==> src/rtl/tk1_exec_mon.sv <==
// tk1_exec_mon: CPU memory-access monitor for the tk1 core.
// Checks every valid CPU access against NUM_WIN configurable address
// windows plus a fixed firmware RAM exec guard. A violation raises
// force_trap in the same cycle. The first offending address and window
// are recorded, and a saturating counter tracks every violating cycle.

module tk1_exec_mon #(
    parameter int          NUM_WIN      = 4,
    parameter int          CTR_WIDTH    = 16,
    parameter bit          TRAP_STICKY  = 1'b0,
    parameter logic [31:0] FW_RAM_FIRST = 32'hd0000000,
    parameter logic [31:0] FW_RAM_LAST  = 32'hd00007ff
) (
    input  logic        clk,
    input  logic        reset_n,
    input  logic        fw_app_mode,
    input  logic        cpu_valid,
    input  logic        cpu_instr,
    input  logic        cpu_write,
    input  logic [31:0] cpu_addr,
    output logic        force_trap,
    input  logic        cs,
    input  logic        we,
    input  logic [7:0]  address,
    input  logic [31:0] write_data,
    output logic [31:0] read_data,
    output logic        ready
);

    localparam logic [7:0] ADDR_CTRL   = 8'h00;
    localparam logic [7:0] ADDR_STATUS = 8'h01;
    localparam logic [7:0] ADDR_COUNT  = 8'h02;
    localparam logic [7:0] ADDR_VADDR  = 8'h03;
    localparam int         ADDR_FIRST0 = 'h10;
    localparam int         ADDR_MODE0  = 'h30;
    localparam logic [3:0] WIN_FW_RAM  = 4'hf;

    logic                 ctrl_en;
    logic                 ctrl_lock;
    logic                 viol;
    logic [3:0]           viol_win;
    logic [31:0]          viol_addr;
    logic [CTR_WIDTH-1:0] viol_count;
    logic                 sticky_trap;

    logic [31:0]          win_first [NUM_WIN];
    logic [31:0]          win_last  [NUM_WIN];
    logic [1:0]           win_mode  [NUM_WIN];

    logic [NUM_WIN-1:0]   win_hit;
    logic [3:0]           first_hit_idx;
    logic                 fw_hit;
    logic                 violation;
    logic                 api_write;
    logic                 cfg_write_ok;
    logic                 status_clear;
    logic [31:0]          count_ext;
    logic [31:0]          rd_mux;

    assign api_write    = cs & we;
    assign cfg_write_ok = api_write & ~ctrl_lock & ~fw_app_mode;
    assign status_clear = api_write & ~fw_app_mode & (address == ADDR_STATUS);
    assign count_ext    = 32'(viol_count);

    // Per-window hit: inclusive unsigned range plus the deny mode for this access type.
    // An inverted range (FIRST > LAST) can never satisfy both compares, so it never hits.
    always_comb begin
        win_hit = '0;
        for (int i = 0; i < NUM_WIN; i++) begin
            win_hit[i] = ctrl_en & cpu_valid
                       & (win_first[i] <= cpu_addr) & (cpu_addr <= win_last[i])
                       & ((win_mode[i][0] & cpu_instr) | (win_mode[i][1] & cpu_write));
        end
    end

    // Lowest-index hitting window wins; the firmware RAM code only shows up when no window hits.
    always_comb begin
        first_hit_idx = WIN_FW_RAM;
        for (int i = NUM_WIN - 1; i >= 0; i--) begin
            if (win_hit[i]) begin
                first_hit_idx = 4'(i);
            end
        end
    end

    assign fw_hit = cpu_valid & cpu_instr
                  & (FW_RAM_FIRST <= cpu_addr) & (cpu_addr <= FW_RAM_LAST);

    assign violation = (|win_hit) | fw_hit;

    // Gate with reset_n so the trap drops the moment reset is asserted.
    assign force_trap = reset_n & (violation | (TRAP_STICKY & sticky_trap));

    // CTRL bits are set-only; once EN or LOCK is written to 1 it stays until reset.
    always_ff @(posedge clk or negedge reset_n) begin
        if (!reset_n) begin
            ctrl_en   <= 1'b0;
            ctrl_lock <= 1'b0;
        end else if (api_write && address == ADDR_CTRL) begin
            ctrl_en   <= ctrl_en   | write_data[0];
            ctrl_lock <= ctrl_lock | write_data[1];
        end
    end

    // Window FIRST/LAST/MODE registers, writable only in firmware mode before LOCK.
    always_ff @(posedge clk or negedge reset_n) begin
        if (!reset_n) begin
            for (int i = 0; i < NUM_WIN; i++) begin
                win_first[i] <= '0;
                win_last[i]  <= '0;
                win_mode[i]  <= '0;
            end
        end else if (cfg_write_ok) begin
            for (int i = 0; i < NUM_WIN; i++) begin
                if (address == 8'(ADDR_FIRST0 + 2 * i)) begin
                    win_first[i] <= write_data;
                end
                if (address == 8'(ADDR_FIRST0 + 2 * i + 1)) begin
                    win_last[i] <= write_data;
                end
                if (address == 8'(ADDR_MODE0 + i)) begin
                    win_mode[i] <= write_data[1:0];
                end
            end
        end
    end

    // Violation recording; a violation in the same cycle as a status clear
    // restarts the record from this violation instead of being lost.
    always_ff @(posedge clk or negedge reset_n) begin
        if (!reset_n) begin
            viol       <= 1'b0;
            viol_win   <= '0;
            viol_addr  <= '0;
            viol_count <= '0;
        end else if (violation) begin
            viol <= 1'b1;
            if (!viol || status_clear) begin
                viol_addr <= cpu_addr;
                viol_win  <= first_hit_idx;
            end
            if (status_clear) begin
                viol_count <= CTR_WIDTH'(1);
            end else if (viol_count != {CTR_WIDTH{1'b1}}) begin
                viol_count <= viol_count + 1'b1;
            end
        end else if (status_clear) begin
            viol       <= 1'b0;
            viol_win   <= '0;
            viol_addr  <= '0;
            viol_count <= '0;
        end
    end

    // Sticky trap flag: remembers that any violation happened since reset.
    always_ff @(posedge clk or negedge reset_n) begin
        if (!reset_n) begin
            sticky_trap <= 1'b0;
        end else if (violation) begin
            sticky_trap <= 1'b1;
        end
    end

    // API read mux; unmapped addresses fall through to zero.
    always_comb begin
        rd_mux = '0;
        case (address)
            ADDR_CTRL:   rd_mux = {30'd0, ctrl_lock, ctrl_en};
            ADDR_STATUS: rd_mux = {20'd0, viol_win, 7'd0, viol};
            ADDR_COUNT:  rd_mux = count_ext;
            ADDR_VADDR:  rd_mux = viol_addr;
            default:     rd_mux = '0;
        endcase
        for (int i = 0; i < NUM_WIN; i++) begin
            if (address == 8'(ADDR_FIRST0 + 2 * i)) begin
                rd_mux = win_first[i];
            end
            if (address == 8'(ADDR_FIRST0 + 2 * i + 1)) begin
                rd_mux = win_last[i];
            end
            if (address == 8'(ADDR_MODE0 + i)) begin
                rd_mux = {30'd0, win_mode[i]};
            end
        end
    end

    assign read_data = (reset_n & cs & ~we) ? rd_mux : 32'd0;
    assign ready     = reset_n & cs;

endmodule

==> config.mk <==
export PLATFORM = sky130hd
export DESIGN_NAME = tk1_exec_mon
export DESIGN_NICKNAME = d
export VERILOG_FILES = /design/src/rtl/tk1_exec_mon.sv
export SDC_FILE = /design/constraint.sdc
export NUM_CORES = 1
export LEC_CHECK = 0
export BUFFER_PORTS_ARGS = -buffer_cell sky130_fd_sc_hd__buf_2
export CAP_MARGIN = 15
export CORE_MARGIN = 2
export CORE_UTILIZATION = 40
export DETAILED_ROUTE_END_ITERATION = 8
export SLEW_MARGIN = 20
export SYNTH_ARGS = -nofsm -noshare
export SYNTH_HDL_FRONTEND = slang
export SYNTH_SLANG_ARGS = --single-unit
==> constraint.sdc <==
create_clock -name clk -period 3.66 [get_ports clk]
set_input_delay 0.366 -clock clk [delete_from_list [all_inputs] [get_ports clk]]
set_output_delay 0.366 -clock clk [all_outputs]
set_load 0.1 [all_outputs]
==> key figures <==
Detailed routing
  – WL met3: just under 6 mm
  – Met2 WL: 36.92 mm
  – Routed WL: 80.48 mm
  – Residual DRC count: 0
  – DR vias/cell: 6.140
  – Top Layer Used: met4
  – Routed len/inst: 27.02 um
  – Routed via count: 18290
  – First-iteration detailed-routing DRC count: about 1700
  – Pre-antenna DRT Iters: 9
  – Routed Antenna Nets: 0
  – Met1 wire length: 33.97 mm

Hold path
  – Min-Delay Path Class: input pin to register

Timing
  – Endpoints failing setup: 38
  – Slew margin rel.: 0.3961
  – Fin. Hold Viols: 0
  – Fmax: 0.2576 GHz
  – TNS Setup: -1355 ps
  – RSZ-0062 raised after global routing: true
  – Final WS setup: -222.4 ps
  – Period utilisation layout: 1.061
  – Final Max Tran Viols: 0
  – Final Critical Period: 3882 ps
  – Measured slew at the worst slew-check pin: 905.8 ps
  – Hold Worst Slack: 105.4 ps
  – Clk_skew: 27.17 ps

Global routing
  – Global-route wire length before repair: 119.1 mm
  – GRT overflow: 0
  – Number of global-route vias before repair: 18530
  – GRT Total Usage: 0.2996
  – Largest net degree at the start of global routing: 82
  – Antenna violations before repair: 1

Clock network
  – Clk slew on worst S/H paths: 60 ps
  – Root Driver: clkbuf_16
  – CTS Sinks: 318
  – CTS tree: built
  – CTS buffer count: 39
  – Bufs on Longest Clock Path: 3
  – H-tree levels: 2
  – Worst-Skew Late Latency: 580 ps

Yosys
  – EDFF count, synth: 0
  – Yosys cell types: 61
  – Top-count cell post-synth: dfrtp_1
  – Top cells by area, synth: dfrtp_1 (38%), ha_1 (15%), mux2_2 (14%)
  – Mean area per synthesized cell: 10.27 sq um
  – Post-Syn Instances: 2021
  – Sequential area share after synthesis: 0.3836
  – Synth area leader: dfrtp_1
  – Post-synth ARST share: 1.000
  – Post-synth top area share: 0.3836
  – Commonest cells in the netlist: dfrtp_1 (318), ha_1 (257), mux2_2 (250), inv_1 (183), nand2_1 (129)
  – Netlist Area Pre-Place: approximately 21000 sq um
  – Mapped Nets: 2358
  – Synth Flop Type: dfrtp_1
  – Number of synthesized register bits: 318
  – Yosys Warn Count: 0

Critical path
  – CP Capture Type: primary output
  – Crit path top cell by count: nand4_1
  – Max FO, Critical Path: 3
  – Worst Setup Path Type: register to primary output
  – CP max stage delay: 520 ps
  – CP cell instances: ha_4 -> nand4_1 -> nor4_2 -> buf_4 -> nand4_1 -> and3_1 -> or4_4 -> nand4b_1 -> buf_6 -> and2_4 -> buf_12
  – Worst endpoint required time: approximately 3300 ps
  – Critical Path Start Type: register
  – Max stage delay cell, worst path: or4_4
  – CP Data Arrival Time: 3520 ps

Floorplan
  – Core Area: roughly 50000 sq um
  – # IOs: 114
  – Rows: 83
  – Die height: 231.7 um
  – Initial Utilization: 0.4044
  – Die W: 231.7 um
  – Die area: 53700 sq um

Power and ir drop
  – Leakage: 12.48 nW
  – Flop pwr share: 0.434
  – Total power: ~8.7 mW
  – Power per cell area: ~340 nW/um^2
  – Clock power frac: 0.444
  – NetSw: 2.341 mW
  – Int Power: 6.406 mW
  – Logic pwr share: 0.122
  – Switching share of power: 0.2677
  – VDD IR max: 0.2645 mV

Placed design
  – Port bufs: 113
  – Pre-CTS setup slack: -380.8 ps
  – Area after DPL: 23650 sq um
  – DP Wirelength: approximately 60 mm
  – GP Congestion: about 1

Final layout
  – Antenna cell count: 0
  – Share of post-route cells with drive strength above 1: 0.2998
  – Finished Cell Area: 25370 sq um
  – Area Overhead vs Synth: 22.30%
  – Nets: ~2600

Run status
  – Violated checks: negative setup slack
  – Status: finished with violations

Run
  – Max_cap viols: 0
## worst max-delay path: cells and delay by family, from the launching register on
family                   cells  cell delay [ps]
adder cells (fa/ha/maj)      1              290
AND/OR/NAND/NOR              7             1710
buffers and inverters        3              480
flip-flops                   1              450
## metrics by stage
| step | cells | util |
|---|---|---|
| floorplan | 2021 | - |
| global placement | 2894 | 0.4610 |
| CTS | 2968 | 0.4904 |
| detailed placement | 2894 | 0.4610 |
| finish | 2978 | 0.4946 |
| global route | 2978 | 0.4946 |
## final cells by class
| class | count | area [sq um] |
|---|---|---|
| fillers | 4728 | 25930 |
| multi-input cells | 1439 | 12210 |
| flip-flops and latches | 318 | 7959 |
| repair buffers | 295 | 2420 |
| clock buffers | 52 | 1137 |
| well taps | 680 | 850.8 |
| inverters | 183 | 686.9 |
| clock inverters | 11 | 110.1 |
## state kept, by name (all words and copies together) (netlist names)
signal	flops
win_mode	8
win_last	128
viol_addr	32
viol	1
ctrl_en	1
ctrl_lock	1
viol_count	16
win_first	128
viol_win	3
## power groups by stage
| stage | logic (mW) | clock network (mW) | registers (mW) |
|---|---|---|---|
| after global placement | 1.00 | 0 | 3.85 |
| after global routing | 1.16 | 4.08 | 3.81 |
| after detailed placement | 1.03 | 0 | 3.85 |
| after CTS | 1.05 | 3.93 | 3.79 |
| final | 1.06 | 3.88 | 3.80 |
| after floorplan | 0.520 | 0 | 3.81 |
## routing by layer
layer,GRT usage,vias to the layer above
met5,0,-
met4,0.1204,0
met3,0.05489,199
met2,0.4866,811
met1,0.3941,9181
li1,-,8095
## kinds of logic after synthesis
logic type,after synthesis,share of synthesized area
mux,276,0.1482
simple gates,414,0.09873
flops,318,0.3836
compound gates,492,0.1657
buf+inv,264,0.04873
fa+ha+maj,257,0.1550
## worst paths after layout
check	startpoint	end	slack, ps	cells past startpoint
max in group asynchronous	reset_n	viol_count[4]	1510	4
min in group asynchronous	reset_n	win_last[18]	190	2
hold / removal	write_data[18]	win_last[18]	110	3
hold reg to reg	viol_addr[18]	viol_addr[18]	510	1
setup / recovery	win_first[98]	force_trap	-220	11
setup reg to reg	win_first[98]	viol_count[9]	-140	14
## repair_timing
| item | 4_1_cts | 5_1_grt |
|---|---|---|
| buffers inserted | 11 | 9 |
| hold endpoints to repair | 4 | 0 |
| cloned | 0 | 1 |
| pin swaps | 15 | 17 |
| endpoints found under the setup margin | 42 | 19 |
| hold buffers | 1 | 0 |
| gates resized for setup | 31 | 29 |
## cell usage in the layout (no fill, tap or decap), types with 58 or more instances in the layout
cell / synthesis / routed
buf_4: 0 / 162
nor2_1: 80 / 73
dfrtp_1: 318 / 317
inv_1: 183 / 183
a21oi_1: 111 / 93
mux2_2: 250 / 250
nand4_1: 58 / 58
nand2_1: 129 / 123
o21ai_0: 91 / 72
buf_2: 4 / 93
ha_1: 257 / 253
No activity file was read; power rests on OpenSTA's default activity.
